## config.mk

```make
export PLATFORM = sky130hd
export DESIGN_NAME = interrupt_controller_vec
export DESIGN_NICKNAME = d
export VERILOG_FILES = /design/src/rtl/amber_ic_pkg.sv /design/src/rtl/amber_ic_prio_enc.sv /design/src/rtl/interrupt_controller_vec.sv
export SDC_FILE = /design/constraint.sdc
export NUM_CORES = 1
export LEC_CHECK = 0
export BUFFER_PORTS_ARGS = -buffer_cell sky130_fd_sc_hd__buf_2
export CAP_MARGIN = 15
export CELL_PAD_IN_SITES_DETAIL_PLACEMENT = 2
export CELL_PAD_IN_SITES_GLOBAL_PLACEMENT = 2
export CORE_ASPECT_RATIO = 1.4
export CORE_UTILIZATION = 32
export DETAILED_ROUTE_END_ITERATION = 12
export GPL_TIMING_DRIVEN = 0
export PLACE_DENSITY = 0.92
export SETUP_SLACK_MARGIN = 0.15
export SLEW_MARGIN = 20
export SYNTH_ARGS = -nofsm -noshare
export SYNTH_HDL_FRONTEND = slang
export SYNTH_SLANG_ARGS = --single-unit
```

## constraint.sdc

```tcl
create_clock -name i_clk -period 3.36 [get_ports i_clk]
set_input_delay 0.672 -clock i_clk [delete_from_list [all_inputs] [get_ports i_clk]]
set_output_delay 0.672 -clock i_clk [all_outputs]
set_load 0.03 [all_outputs]
```

## src/rtl/amber_ic_pkg.sv

```systemverilog
// Shared constants for the vectored Amber interrupt controller: register offsets,
// the unmapped-read pattern and the vector register layout.
package amber_ic_pkg;

  localparam logic [7:0] AMBER_IC_RAWSTAT_OFF     = 8'h00;
  localparam logic [7:0] AMBER_IC_IRQ_STATUS_OFF  = 8'h04;
  localparam logic [7:0] AMBER_IC_IRQ_ENSET_OFF   = 8'h08;
  localparam logic [7:0] AMBER_IC_IRQ_ENCLR_OFF   = 8'h0C;
  localparam logic [7:0] AMBER_IC_FIRQ_STATUS_OFF = 8'h10;
  localparam logic [7:0] AMBER_IC_FIRQ_ENSET_OFF  = 8'h14;
  localparam logic [7:0] AMBER_IC_FIRQ_ENCLR_OFF  = 8'h18;
  localparam logic [7:0] AMBER_IC_SOFTSET_OFF     = 8'h1C;
  localparam logic [7:0] AMBER_IC_SOFTCLR_OFF     = 8'h20;
  localparam logic [7:0] AMBER_IC_EDGE_MODE_OFF   = 8'h24;
  localparam logic [7:0] AMBER_IC_PENDING_OFF     = 8'h28;
  localparam logic [7:0] AMBER_IC_IRQ_VECTOR_OFF  = 8'h2C;
  localparam logic [7:0] AMBER_IC_FIRQ_VECTOR_OFF = 8'h30;

  localparam logic [31:0] AMBER_IC_DEFAULT_RDATA = 32'h2233_4455;
  localparam int          AMBER_IC_VEC_VALID_BIT = 31;

  function automatic logic [31:0] make_vector(input logic valid, input logic [4:0] id);
    logic [31:0] v;
    v = '0;
    v[AMBER_IC_VEC_VALID_BIT] = valid;
    v[4:0] = id;
    return v;
  endfunction

endpackage

```

## src/rtl/amber_ic_prio_enc.sv

```systemverilog
// Lowest-index-wins priority encoder: reports whether any bit is set and the
// index of the lowest set bit.
module amber_ic_prio_enc #(
  parameter int N_SRC = 16
) (
  input  logic [N_SRC-1:0] stat,
  output logic             valid,
  output logic [4:0]       id
);

  // Scanning downwards lets the lowest set index overwrite any higher one.
  always_comb begin
    valid = 1'b0;
    id    = 5'd0;
    for (int i = N_SRC - 1; i >= 0; i--) begin
      if (stat[i]) begin
        valid = 1'b1;
        id    = 5'(i);
      end
    end
  end

endmodule

```

## src/rtl/interrupt_controller_vec.sv

```systemverilog
// Vectored Amber interrupt controller: Wishbone slave masking N_SRC sources onto o_irq/o_firq.
// Define AMBER_IC_EDGE_EN to build per-source rising-edge mode with a W1C pending latch.
module interrupt_controller_vec
  import amber_ic_pkg::*;
#(
  parameter int WB_DWIDTH = 32,
  parameter int WB_SWIDTH = 4,
  parameter int N_SRC     = 16
) (
  input  logic                 i_clk,
  input  logic                 i_rst,
  input  logic [31:0]          i_wb_adr,
  input  logic [WB_SWIDTH-1:0] i_wb_sel,
  input  logic                 i_wb_we,
  input  logic                 i_wb_cyc,
  input  logic                 i_wb_stb,
  input  logic [WB_DWIDTH-1:0] i_wb_dat,
  output logic [WB_DWIDTH-1:0] o_wb_dat,
  output logic                 o_wb_ack,
  output logic                 o_wb_err,
  input  logic [N_SRC-2:0]     i_src,
  output logic                 o_irq,
  output logic                 o_firq
);

  logic [31:0]      wdata32, rdata32, rd_next;
  logic [7:0]       reg_off;
  logic             read_d1, start_read, wb_write;
  logic [N_SRC-1:0] wmask, sync, active, irq_stat, firq_stat;
  logic [N_SRC-1:0] irq_en, firq_en, edge_mode_rd, pending_rd;
  logic [N_SRC-2:0] src_meta, src_sync;
  logic             softint;
  logic             irq_valid, firq_valid;
  logic [4:0]       irq_id, firq_id;
  logic             unused_bits;

  assign reg_off    = {i_wb_adr[7:2], 2'b00};
  assign start_read = i_wb_stb & ~i_wb_we & ~o_wb_ack;
  assign wb_write   = i_wb_stb & i_wb_we & ~read_d1;
  assign o_wb_ack   = wb_write | read_d1;
  assign o_wb_err   = 1'b0;
  assign wmask      = wdata32[N_SRC-1:0];
  assign unused_bits = ^{i_wb_sel, i_wb_cyc, i_wb_adr[31:8], i_wb_adr[1:0], wdata32};

  // A 128-bit bus picks the write lane by address and replicates read data.
  generate
    if (WB_DWIDTH == 128) begin : g_wb128
      assign wdata32  = i_wb_dat[{i_wb_adr[3:2], 5'd0} +: 32];
      assign o_wb_dat = {4{rdata32}};
    end else begin : g_wb32
      assign wdata32  = i_wb_dat[31:0];
      assign o_wb_dat = rdata32;
    end
  endgenerate

  always_ff @(posedge i_clk) begin
    if (i_rst) begin
      src_meta <= '0;
      src_sync <= '0;
    end else begin
      src_meta <= i_src;
      src_sync <= src_meta;
    end
  end

  assign sync = {src_sync, softint};

  always_ff @(posedge i_clk) begin
    if (i_rst) begin
      irq_en  <= '0;
      firq_en <= '0;
      softint <= 1'b0;
    end else if (wb_write) begin
      case (reg_off)
        AMBER_IC_IRQ_ENSET_OFF:  irq_en  <= irq_en | wmask;
        AMBER_IC_IRQ_ENCLR_OFF:  irq_en  <= irq_en & ~wmask;
        AMBER_IC_FIRQ_ENSET_OFF: firq_en <= firq_en | wmask;
        AMBER_IC_FIRQ_ENCLR_OFF: firq_en <= firq_en & ~wmask;
        AMBER_IC_SOFTSET_OFF:    if (wdata32[0]) softint <= 1'b1;
        AMBER_IC_SOFTCLR_OFF:    if (wdata32[0]) softint <= 1'b0;
        default: ;
      endcase
    end
  end

`ifdef AMBER_IC_EDGE_EN
  logic [N_SRC-1:0] edge_mode, pending, sync_d, pend_set, pend_clr;

  // A fresh edge beats a same-cycle W1C or mode change so no event is lost.
  always_comb begin
    pend_set = sync & ~sync_d & edge_mode;
    pend_clr = '0;
    if (wb_write && reg_off == AMBER_IC_PENDING_OFF)   pend_clr = wmask;
    if (wb_write && reg_off == AMBER_IC_EDGE_MODE_OFF) pend_clr = wmask ^ edge_mode;
  end

  always_ff @(posedge i_clk) begin
    if (i_rst) begin
      edge_mode <= '0;
      pending   <= '0;
      sync_d    <= '0;
    end else begin
      sync_d  <= sync;
      pending <= (pending & ~pend_clr) | pend_set;
      if (wb_write && reg_off == AMBER_IC_EDGE_MODE_OFF) edge_mode <= wmask;
    end
  end

  assign active       = (edge_mode & pending) | (~edge_mode & sync);
  assign edge_mode_rd = edge_mode;
  assign pending_rd   = pending;
`else
  assign active       = sync;
  assign edge_mode_rd = '0;
  assign pending_rd   = '0;
`endif

  assign irq_stat  = active & irq_en;
  assign firq_stat = active & firq_en;

  amber_ic_prio_enc #(.N_SRC(N_SRC)) u_irq_enc (
    .stat  (irq_stat),
    .valid (irq_valid),
    .id    (irq_id)
  );

  amber_ic_prio_enc #(.N_SRC(N_SRC)) u_firq_enc (
    .stat  (firq_stat),
    .valid (firq_valid),
    .id    (firq_id)
  );

  always_ff @(posedge i_clk) begin
    if (i_rst) begin
      o_irq  <= 1'b0;
      o_firq <= 1'b0;
    end else begin
      o_irq  <= |irq_stat;
      o_firq <= |firq_stat;
    end
  end

  always_comb begin
    case (reg_off)
      AMBER_IC_RAWSTAT_OFF:     rd_next = 32'(sync);
      AMBER_IC_IRQ_STATUS_OFF:  rd_next = 32'(irq_stat);
      AMBER_IC_IRQ_ENSET_OFF:   rd_next = 32'(irq_en);
      AMBER_IC_IRQ_ENCLR_OFF:   rd_next = 32'(irq_en);
      AMBER_IC_FIRQ_STATUS_OFF: rd_next = 32'(firq_stat);
      AMBER_IC_FIRQ_ENSET_OFF:  rd_next = 32'(firq_en);
      AMBER_IC_FIRQ_ENCLR_OFF:  rd_next = 32'(firq_en);
      AMBER_IC_SOFTSET_OFF:     rd_next = {31'd0, softint};
      AMBER_IC_SOFTCLR_OFF:     rd_next = {31'd0, softint};
      AMBER_IC_EDGE_MODE_OFF:   rd_next = 32'(edge_mode_rd);
      AMBER_IC_PENDING_OFF:     rd_next = 32'(pending_rd);
      AMBER_IC_IRQ_VECTOR_OFF:  rd_next = make_vector(irq_valid, irq_id);
      AMBER_IC_FIRQ_VECTOR_OFF: rd_next = make_vector(firq_valid, firq_id);
      default:                  rd_next = AMBER_IC_DEFAULT_RDATA;
    endcase
  end

  // Read data is captured on the request cycle and acknowledged one cycle later.
  always_ff @(posedge i_clk) begin
    if (i_rst) begin
      read_d1 <= 1'b0;
      rdata32 <= '0;
    end else begin
      read_d1 <= start_read;
      if (start_read) rdata32 <= rd_next;
    end
  end

endmodule

```

; Word level (Yosys, flattened, before mapping)
; Index checks and enable logic that the tools add are counted.
[totals]
register_bits = 98
latch_bits = 0
mem_bits_rw = 0
rom_bits = 0
input_bits = 88
word_cells = 121
mem_count = 0
[classes]
n_addsub = 0
mul = 0
div_mod_pow = 0
n_lt_le_gt_ge = 0
n_eq_ne = 14
shifts = 0
muxes = 70
bitwise_logic = 15
reduce_logical = 13
[op_table]
columns = op, n
row1 = $pmux 32 s9, 1
row2 = $mux 4, 32
row3 = $and 16x16->16, 4
row4 = $pmux 16 s2, 2
row5 = $mux 1, 34
row6 = $or 16x16->16, 2
row7 = $reduce_or 16->1, 2
row8 = $eq 6x4->1 const B, 5
row9 = $eq 6x3->1 const B, 4
row10 = $not 16->16, 1
row11 = $eq 6x2->1 const B, 2
row12 = $logic_not 8->1, 1
row13 = $reduce_or 2->1, 4
row14 = $eq 6x1->1 const B, 1
row15 = $reduce_bool 2->1, 3
row16 = $and 1x1->1, 4
row17 = $ne 2x2->1 const B, 2
row18 = $reduce_and 2->1, 2
row19 = $reduce_and 4->1, 1
row20 = $not 1->1, 3
row21 = $pmux 1 s2, 1
row22 = $or 1x1->1, 1

; Longest topological paths before layout
; Gate-level depths: netlist of run 1.
[logic_depth]
word_depth = 18
ltp_mapped = 9
mapped_depth_nobuf = 6

; Cells and area by module
; Synthesis of run 1 repeated with hierarchy kept, for this count alone.
[unflattened]
hier_cells = 510
area_unflattened_um2 = 4304.1
[by_module_without_submodules]
columns = mod, n_inst, cells_each, area_per_inst_um2
row1 = interrupt_controller_vec, 1, 440, 3923.8
row2 = amber_ic_prio_enc, 2, 35, 190.2

; Worst setup path before layout of run 1
; OpenSTA, ideal clock, no wires.
[synth_timing]
path_type = input -> register
start = input i_wb_adr[2]
end = register rdata32[2] (netlist: o_wb_dat[2])
setup_time_ps = 74
arrival_time_ps = 2085
required_time_ps = 3286
slack_ps = 1202
path_stages = 9
n_path_buf = 3
cell_sequence = buf_2 > or4_1 > buf_6 > nor2_8 > buf_6 > a21oi_1 > o32ai_1 > nor3_1 > nor3_2
[synth_via]
elab_chain_cells = 3
[synth_lines]
columns = item, line
row1 = "start, declared", interrupt_controller_vec.sv:12  ; input logic [31:0] i_wb_adr,
row2 = $eq 6x4->1 (tied with other cells), interrupt_controller_vec.sv:144  ; case (reg_off)
row3 = $reduce_or 2->1 (no source line), --
row4 = $pmux 32 s9 (*), interrupt_controller_vec.sv:144
row5 = "end signal, assigned", interrupt_controller_vec.sv:169  ; if (start_read) rdata32 <= rd_next;
row6 = "end, declared", interrupt_controller_vec.sv:26  ; logic [31:0] wdata32, rdata32, rd_next;
; Every way passes the cells marked *; elsewhere a longest branch is shown, timed or not.
; A chain may end at the register's enable or synchronous reset.

; Worst setup path after layout of run 1
[layout_timing]
start = input i_wb_adr[2]
end = register rdata32[10] (netlist: o_wb_dat[10])
; The elaborated chain is that of the path after synthesis.

==> results of run 1 <==
cells by family after synthesis:
group	count (synthesis)
and+or+nand+nor	160
other	1
DFF	84
buffers and inverters	55
xor gates and xnor gates	1
AOI/OAI and AO/OA	169
stage by stage:
stage	area, µm²	total power [mW]	worst slack, ns	util, %
after CTS	5012	2.313	0.8857	39.31
after detailed placement	4712	1.291	0.5208	36.95
final	5012	2.299	0.8402	39.31
after global placement	4712	1.278	0.5688	36.95
after global routing	5012	2.373	0.7476	39.31
after floorplan	4205	1.200	1.202	-
cell usage in the layout (no fill, tap or decap), types with 5 or more instances in the layout:
cell and n:
buf_2 70, nand2_1 49, a21oi_1 46, inv_1 6, o22ai_1 5, a211oi_1 19, a22oi_1 14, nor2b_1 37
a311oi_2 14, a221oi_1 6, nand3_1 6, buf_4 17, a31oi_1 7, nor2_1 25, a311oi_1 5, conb_1 10
dfxtp_1 84, buf_6 5, nor3_1 9, o21ai_1 10, a21oi_2 10, clkbuf_16 9, clkbuf_1 18
final cells by class:
| cell class | instances | area share, % |
|---|---|---|
| buffer | 49 | 6.091 |
| clock buffer | 10 | 4.568 |
| multi-input combinational | 340 | 43.81 |
| clock inverter | 6 | 1.423 |
| tap | 153 | 3.819 |
| inverter | 6 | 0.4493 |
| sequential | 84 | 33.55 |
| timing repair buffer | 63 | 6.291 |
worst min-delay path by stage:
stage / cells past startpoint / slack, ns / from / to
final: 1 / 0.44 / src_meta[3]$_SDFF_PP0_ / src_sync[3]$_SDFF_PP0_
after floorplan: 1 / 0.41 / src_meta[0]$_SDFF_PP0_ / src_sync[0]$_SDFF_PP0_
after global routing: 2 / 0.47 / o_wb_dat[7]$_SDFFE_PP0P_ / o_wb_dat[7]$_SDFFE_PP0P_
after detailed placement: 1 / 0.43 / src_meta[1]$_SDFF_PP0_ / src_sync[1]$_SDFF_PP0_
after global placement: 1 / 0.42 / src_meta[6]$_SDFF_PP0_ / src_sync[6]$_SDFF_PP0_
after CTS: 1 / 0.45 / src_meta[3]$_SDFF_PP0_ / src_sync[3]$_SDFF_PP0_
cells in the mapped netlist (3+ instances only):
cell type  count  area [µm²]
dfxtp_1       84        1682
nand2_1       49       183.9
a21oi_1       46       230.2
nor2b_1       37       231.5
nor2_1        25       93.84
a211oi_1      19       142.6
buf_4         17       127.6
clkbuf_1      17       63.81
a22oi_1       14       105.1
a311oi_2      14       210.2
a21oi_2       10       87.58
o21ai_1       10       50.05
nor3_1         9       45.04
a31oi_1        7       43.79
buf_2          7       35.03
a221oi_1       6       52.55
inv_1          6       22.52
nand3_1        6       30.03
a311oi_1       5       43.79
buf_6          5       56.30
o22ai_1        5       31.28
a21o_1         4       30.03
a222oi_1       4       40.04
nand2b_1       4       25.02
nand4_1        4       25.02
o21ai_0        4       20.02
a2111oi_0      3       26.28
a22o_1         3       26.28
nor3_2         3       30.03
nor3b_1        3       22.52
layer usage:
layer / vias up / part of all wire, % / GRT usage [%]
met2: 140 / 52 / 44.68
met1: 2044 / 39 / 27.00
met3: 49 / 3.9 / 3.218
met4: 0 / 4.7 / 14.01
met5: - / 0 / 0
li1: 1880 / - / -
where the power goes:
part	total (mW)	switching [mW]	internal, mW
Combinational	0.228	0.153	0.0750
Clock	1.03	0.442	0.586
Sequential	1.04	0.0216	1.02
Total	2.30	0.617	1.68
worst max-delay path: cells and delay by family:
kind	cells	cell delay [ns]
AO/OA/AOI/OAI	2	0.86
AND/OR/NAND/NOR	3	0.76
buffers and inverters	2	0.41
==> out/metrics.cfg, run 1 <==
[status]
violations=design-rule violations
status=finished, violations left

[critical_path]
crit_slowest_cell=a2111oi_0
critical_path.max_stage_delay_ns=0.69
ff2ff_setup_slack_ns=0.99
cp.required_ns=3.55
crit_type=input pin to register
cp-startpoint=i_wb_adr[2]
crit_path_end_kind=register
cp_cell_sequence=buf_2 -> nor2_1 -> o21ai_1 -> or2_0 -> clkbuf_1 -> a2111oi_0 -> nor3_1
critPathMaxFanout=8
reg2regPathDepth=4
r2r_start=read_d1$_SDFF_PP0_
arrival_ns=2.71
setup.worst_path.end=o_wb_dat[10]$_SDFFE_PP0P_
cp-start-kind=input pin

[pwr]
powerDensity_nw_per_um2=458.6
irDropWorstVdd_uv=195.0
p_leak_nw=1.852

[finish]
fillers=1452
antennaDiodeCount=0
seq_area_um2=1682
area_growth_pct=20.16
multiInputGateArea_um2=2196
nets=641
drive_above_1_share_pct=25.81
stdcell_count=711

[global_routing]
antenna_found_initial=0
grt_pass1_wl_um=24930
grt_pass1_vias=4483
grt.overflow.total=0
grt_max_degree=16
grt_usage_pct=24.37

[routing]
wl_per_cell_um=22.49
wl_um=15990
drtAntennaViolNets=0
first_pass_iters=9
vias=4113
drc=5
drt_first_iter_violations=329
vias_per_cell=5.785

[clock_tree]
cts.sinks=84
cts_made_buffers=9
insertion_delay_ns=0.34
cts_hold_buf=0
cts_root_buf=clkbuf_16
tritoncts=yes
cts_resized=0
path_clk_slew_ns=0.06
cts_setup_buffers=0
h-tree-depth=3
clock_path_buffers=2

[yosys]
synth_cells=470
synth.avg_cell_area_um2=8.876
ys_seq_area_share_pct=40.31
synth_ff_type=dfxtp_1
synth_compound_area_share_pct=30.53
synth_seq_cells=84
synth_edf_count=0
yosys.area_share.simple_pct=21.00
synthMuxAreaShare_pct=0
ys_types=59
ys_async_sr_fraction_pct=0
synthesis.area_um2=4172
synth-adder-area-share_pct=0
synth_top_family_by_area=compound AO/OA/AOI/OAI gates
ys_warn_count=0
yosys.area_share.xor_xnor_pct=0.2100

[timing]
period_needed_ns=2.520
grt_setup_unrepaired=false
worst_pin_slew_ns=0.8097
relSlewSlack_pct=45.57
fin_setup_tns_ns=0
final_hold_viol_count=0
setup_violations=0
hold_slack_ns=0.4441
fmax_ghz=0.3969
finalMaxSlewViolations=0
fin_crit_sh_pct=74.99
fin_skew_ns=0.01072

[die]
dieArea_um2=13500
die_h_um=137.1
core_um2=12750
die_x_um=98.50
num_rows=49
start_util_pct=32.71
io_pins=124

[place]
port_buffers=63
gp_congestion=0.9243
place_inst=695
dp_hpwl_um=12170

[min_path]
hp-class=register to register

[flow_run]
max_cap_violations=0

Note: power is estimated with default switching activity, not from simulation.
==> run 2: changes to the inputs <==
- CORE_UTILIZATION: 32 -> 30
- PLACE_DENSITY: 0.92 -> 0.88
- clock period: 3.36 -> 2.35 ns (I/O delays scaled with it)
==> out/metrics.cfg, run 2 (synthesis gave the netlist of run 1 again) <==
[clock_tree]
h-tree-depth=3  ; unchanged
cts_root_buf=clkbuf_16
insertion_delay_ns=0.35  ; about the same
cts.sinks=84  ; unchanged
cts_hold_buf=0  ; unchanged
cts_made_buffers=9  ; unchanged
tritoncts=yes
clock_path_buffers=2  ; unchanged
path_clk_slew_ns=0.07  ; about the same

[place]
port_buffers=63  ; unchanged
dp_hpwl_um=12010  ; -1.3%
dpl_cell_area_um2=4748  ; +0.77%
place_inst=724  ; +4.2%
gp_congestion=0.9117  ; -1.4%

[pwr]
p_int_mw=2.322  ; +38%
p_sw_share_pct=29.05  ; +2.2 points
powerDensity_nw_per_um2=643.1  ; +40%
p_seq_share_pct=45.5  ; +0.2 points
irDropWorstVdd_uv=280.8  ; +44%
p_leak_nw=1.879  ; +1.4%
power_frac_comb_pct=10.0  ; about the same
power_frac_clock_pct=44.6  ; about the same
switchingPower_mw=0.9507  ; +54%

[global_routing]
grt_usage_pct=22.37  ; -2.0 points
grt_pass1_wl_um=24040  ; -3.6%
grt_pass1_vias=4362  ; -2.7%
antenna_found_initial=0  ; unchanged
grt.overflow.total=0  ; unchanged
grt_max_degree=19  ; +3

[finish]
final_common_cell=dfxtp_1
post-route-util_pct=37.83  ; -1.5 points
seq_area_um2=1682  ; unchanged
stdcell_count=742  ; +4.4%
design_area_um2=5089  ; +1.5%
final_cell_mix=dfxtp_1 (84), buf_2 (70), nand2_1 (49), a21oi_1 (46), nor2b_1 (37)
antennaDiodeCount=0  ; unchanged
fillers=1548  ; +6.6%
area_growth_pct=21.99
nets=643  ; +0.31%
multiInputGateArea_um2=2212  ; +0.74%
drive_above_1_share_pct=26.96  ; +1.2 points

[die]
die_h_um=141.5  ; +3.2%
start_util_pct=31.01  ; -1.7 points
die_x_um=101.7  ; +3.2%
core_um2=13450  ; +5.5%
io_pins=124  ; unchanged
dieArea_um2=14390  ; +6.5%
num_rows=50  ; +2.0%

[critical_path]
arrival_ns=2.36  ; -0.35 ns
cp-start-kind=input pin
crit_path_end_kind=register
critPathMaxFanout=10  ; +2
crit_type=input pin to register
cp.required_ns=2.60  ; -0.95 ns

[timing]
fin_skew_ns=0.01128  ; +0.0005515 ns
hold_slack_ns=0.3241  ; -0.1199 ns
worst_pin_slew_ns=0.8029  ; -0.006849 ns
relSlewSlack_pct=46.47  ; +0.91 points
fmax_ghz=0.4747
finalMaxSlewViolations=0  ; unchanged
fin_setup_tns_ns=0  ; unchanged
setup_violations=0  ; unchanged
fin_crit_sh_pct=89.64
period_needed_ns=2.107
grt_setup_unrepaired=true
final_hold_viol_count=0  ; unchanged

[routing]
vias=4043  ; -1.7%
drc=0  ; -5
vias_per_cell=5.449  ; -5.8%
first_pass_iters=4  ; -5
drtAntennaViolNets=0  ; unchanged
wl_um=15400  ; -3.7%
wl_per_cell_um=20.76  ; -7.7%
drt_first_iter_violations=283  ; -14%

[status]
status=completed

[flow_run]
max_cap_violations=0  ; unchanged

[min_path]
hp-class=input pin to register

run 2: final timing paths:
kind / startpoint / end / slack (ns) / depth (start not counted)
worst max register to register: src_sync[12]$_SDFF_PP0_ / o_wb_dat[1]$_SDFFE_PP0P_ / 0.36 / 7
worst min register to register: src_meta[9]$_SDFF_PP0_ / src_sync[9]$_SDFF_PP0_ / 0.44 / 1
worst min-delay path: i_src[11] / src_meta[11]$_SDFF_PP0_ / 0.32 / 2
worst max-delay path: i_wb_adr[7] / register / 0.24 / 10
run 2: what timing repair did:
| action | in CTS | in global routing |
|---|---|---|
| pin swaps | 0 | 1 |
| setup endpoints to repair | 11 | 17 |
| resized for setup | 2 | 5 |
| buffers inserted | 0 | 2 |
run 2: power groups by stage:
stage,clock network [mW],registers (mW),logic [mW]
floorplan,0,1.53,0.189
detailed placement,0,1.52,0.324
CTS,1.47,1.49,0.328
global route,1.53,1.49,0.354
global placement,0,1.52,0.311
finish,1.46,1.49,0.327
run 2: layer usage:
metal	track usage, %	vias up	part of all wire [%]
met1	25.42	1998	39
met5	0	-	0
met3	3.399	30	4.5
met2	39.83	133	53
li1	-	1882	-
met4	11.37	0	4.0
run 2: area by class of cell:
cell class                 count  share of cell area, %
tap                          182                  4.475
clock inverter                 7                  1.598
inverter                       6                 0.4426
buffer                        49                  6.049
timing repair buffer          65                  6.491
multi-input combinational    340                  43.47
clock buffer                   9                  4.426
sequential                    84                  33.05
run 2: per-stage QoR:
step                setup WS [ns]  power (mW)
floorplan                  0.3936       1.715
global placement          -0.1807       1.828
detailed placement        -0.2255       1.845
CTS                        0.1413       3.290
global route               0.1492       3.381
finish                     0.2434       3.273
run 2: critical path, cell delays in order:
cell and delay, ns:
buf_2 0.11, or2_1 0.23, buf_6 0.15, nor3_4 0.28, and2_4 0.25, and2b_1 0.13, buf_4 0.18, buf_6 0.17
a21oi_1 0.10, a311oi_2 0.27
==> run 3: changes to the inputs <==
- GPL_TIMING_DRIVEN: 0 -> 1
- SYNTH_HIERARCHICAL: not set -> 1
==> out/metrics.cfg, run 3 <==
[status]
status=completed

[die]
start_util_pct=30.80  ; -0.21 points
die_h_um=143.7  ; +1.6%
die_x_um=103.2  ; +1.5%
core_um2=13970  ; +3.9%
io_pins=124  ; unchanged
dieArea_um2=14840  ; +3.1%
num_rows=51  ; +2.0%

[clock_tree]
cts_setup_buffers=0  ; unchanged
cts_resized=0  ; -2
cts_made_buffers=9  ; unchanged
cts_hold_buf=0  ; unchanged
tritoncts=yes
clock_path_buffers=2  ; unchanged
path_clk_slew_ns=0.07  ; about the same
h-tree-depth=3  ; unchanged
insertion_delay_ns=0.35  ; about the same
cts_root_buf=clkbuf_16
cts.sinks=84  ; unchanged

[yosys]
ys_types=57  ; -3.4%
synth_ff_type=dfxtp_1
synth_top_area_share_pct=39.07  ; -1.2 points
post-synth-top-count-cell=dfxtp_1
synth_edf_count=0  ; unchanged
synth_cells=510  ; +8.5%
synth.avg_cell_area_um2=8.439  ; -4.9%
synth_seq_cells=84  ; unchanged
ys_warn_count=6  ; +6
synthTopCellsByCount=dfxtp_1 (84), a21oi_1 (50), and2_1 (33)
yosys-top-cells-area=dfxtp_1 (39%), a21oi_1 (5.8%), and2_1 (4.8%)
ys_async_sr_fraction_pct=0  ; unchanged
yosys.area.top_type=dfxtp_1
ys_seq_area_share_pct=39.07  ; -1.2 points
synthesis.area_um2=4304  ; +3.2%

[pwr]
p_leak_nw=2.047  ; +8.9%
p_seq_share_pct=45.9  ; +0.4 points
irDropWorstVdd_uv=243.2  ; -13%
switchingPower_mw=0.8566  ; -9.9%
p_sw_share_pct=26.48  ; -2.6 points
power_frac_clock_pct=45.2  ; +0.6 points
p_int_mw=2.378  ; +2.4%
powerDensity_nw_per_um2=637.5  ; -0.88%
power_frac_comb_pct=8.9  ; -1.1 points
design_power_total_mw=3.235  ; -1.2%

[timing]
finalMaxSlewViolations=0  ; unchanged
fin_skew_ns=0.01286  ; +0.001580 ns
fin_setup_tns_ns=0  ; unchanged
hold_slack_ns=0.3285  ; +0.004360 ns
setup_violations=0  ; unchanged
grt_setup_unrepaired=false
period_needed_ns=2.019  ; -0.08732 ns
relSlewSlack_pct=48.66  ; +2.2 points
fmax_ghz=0.4952  ; +4.3%
final_hold_viol_count=0  ; unchanged
worst_pin_slew_ns=0.7701  ; -0.03278 ns
fin_crit_sh_pct=85.93  ; -3.7 points

[min_path]
min_from=i_src[10]
hp-class=input pin to register
hold_end=src_meta[10]$_SDFF_PP0_
whs_path_depth=2  ; unchanged

[global_routing]
antenna_found_initial=0  ; unchanged
grt_pass1_vias=4331  ; -0.71%
grt_max_degree=68  ; +49
grt.overflow.total=0  ; unchanged
grt_usage_pct=21.84  ; -0.53 points
grt_pass1_wl_um=24180  ; +0.57%

[place]
dp_hpwl_um=11570  ; -3.6%
gp_congestion=0.9316  ; +2.2%
dpl_cell_area_um2=4771  ; +0.47%
port_buffers=66  ; +4.8%

[routing]
wl_um=15500  ; +0.62%
drtAntennaViolNets=0  ; unchanged
wl_per_cell_um=20.55  ; -0.98%
first_pass_iters=5  ; +1
drc=0  ; unchanged
vias_per_cell=5.456  ; +0.14%
vias=4114  ; +1.8%
drt_first_iter_violations=164  ; -42%

[critical_path]
ff2ff_setup_slack_ns=0.33  ; -0.03 ns
crit_path_end_kind=register
reg2regPathDepth=7  ; unchanged
r2r_start=src_sync[9]$_SDFF_PP0_
critPathMaxFanout=5  ; -5
crit_type=register to register
r2r_end=o_wb_dat[3]$_SDFFE_PP0P_
cp-start-kind=register
arrival_ns=2.23  ; -0.13 ns
cp.required_ns=2.56  ; -0.04 ns

[finish]
drive_above_1_share_pct=22.71  ; -4.3 points
final_common_cell=dfxtp_1
nets=652  ; +1.4%
post-route-util_pct=36.31  ; -1.5 points
final_cell_mix=dfxtp_1 (84), buf_2 (66), a21oi_1 (50), and2_1 (33), nor2b_1 (32)
design_area_um2=5075  ; -0.27%
multiInputGateArea_um2=2325  ; +5.1%
area_growth_pct=17.91
fillers=1564  ; +1.0%
seq_area_um2=1682  ; unchanged

[flow_run]
max_cap_violations=0  ; unchanged

run 3: cell count changes after synthesis, moves of 14 or more:
cell / change
a211oi_1: -14
a311oi_2: -14
and2_1: +31
and3_1: +26
nand2_1: -28
nor3_1: +15
o21ai_0: +18
run 3: kinds of logic (layout without fill, tap and decap cells):
group	after synthesis	count (layout)	synth area share [%]
xor gates and xnor gates	1	1	0.2035
DFF	84	84	39.07
other	3	13	0.2616
AOI/OAI and AO/OA	149	149	23.92
buffers and inverters	64	113	7.849
muxes	1	1	0.2326
and+or+nand+nor	208	208	28.46
run 3: critical path: stages, from the launching register on:
cell and delay [ns]:
dfxtp_1 0.35, and2_1 0.24, nor4_2 0.34, and3_1 0.27, nor3b_1 0.09, and3_1 0.17, a2111oi_2 0.31, a22oi_1 0.11
run 3: stage by stage:
| stage | cells | setup slack, ns |
|---|---|---|
| after floorplan | 519 | 0.3354 |
| after CTS | 753 | 0.1800 |
| after global placement | 738 | 0.2175 |
| final | 754 | 0.3307 |
| after global routing | 753 | 0.1924 |
| after detailed placement | 738 | 0.1012 |
run 3: layout make-up:
| type | instances | share of cell area, % |
|---|---|---|
| Clock buffer | 9 | 4.438 |
| Multi-Input combinational cell | 371 | 45.81 |
| Clock inverter | 6 | 1.381 |
| Antenna cell | 1 | 0.04931 |
| Sequential cell | 84 | 33.14 |
| Inverter | 15 | 1.109 |
| Timing Repair Buffer | 83 | 9.517 |
| Tap cell | 185 | 4.561 |
run 3: routing by layer:
layer | track usage (%) | vias to the layer above | part of all wire, %
li1 | - | 1929 | -
met1 | 26.21 | 2026 | 42
met2 | 37.30 | 123 | 51
met3 | 3.161 | 36 | 3.6
met4 | 11.19 | 0 | 4.0
met5 | 0 | - | 0
run 3: how the worst max path moves through the flow:
stage                                       from                   endpoint  slack [ns]  cells after the start
after floorplan                      i_wb_adr[7]                   register        0.34                      6
after global placement                   i_wb_we   o_wb_dat[9]$_SDFFE_PP0P_        0.22                      5
after detailed placement                 i_wb_we  o_wb_dat[11]$_SDFFE_PP0P_        0.10                      5
after CTS                 src_sync[9]$_SDFF_PP0_   o_wb_dat[3]$_SDFFE_PP0P_        0.18                      7
after global routing      src_sync[9]$_SDFF_PP0_   o_wb_dat[3]$_SDFFE_PP0P_        0.19                      7
final                     src_sync[9]$_SDFF_PP0_   o_wb_dat[3]$_SDFFE_PP0P_        0.33                      7
run 3: power groups by stage:
stage	clock network, mW	logic [mW]	registers (mW)
2_1_floorplan	0	0.181	1.52
3_3_place_gp	0	0.276	1.51
3_5_place_dp	0	0.286	1.52
4_1_cts	1.48	0.289	1.48
5_1_grt	1.55	0.311	1.49
6_report	1.46	0.289	1.48
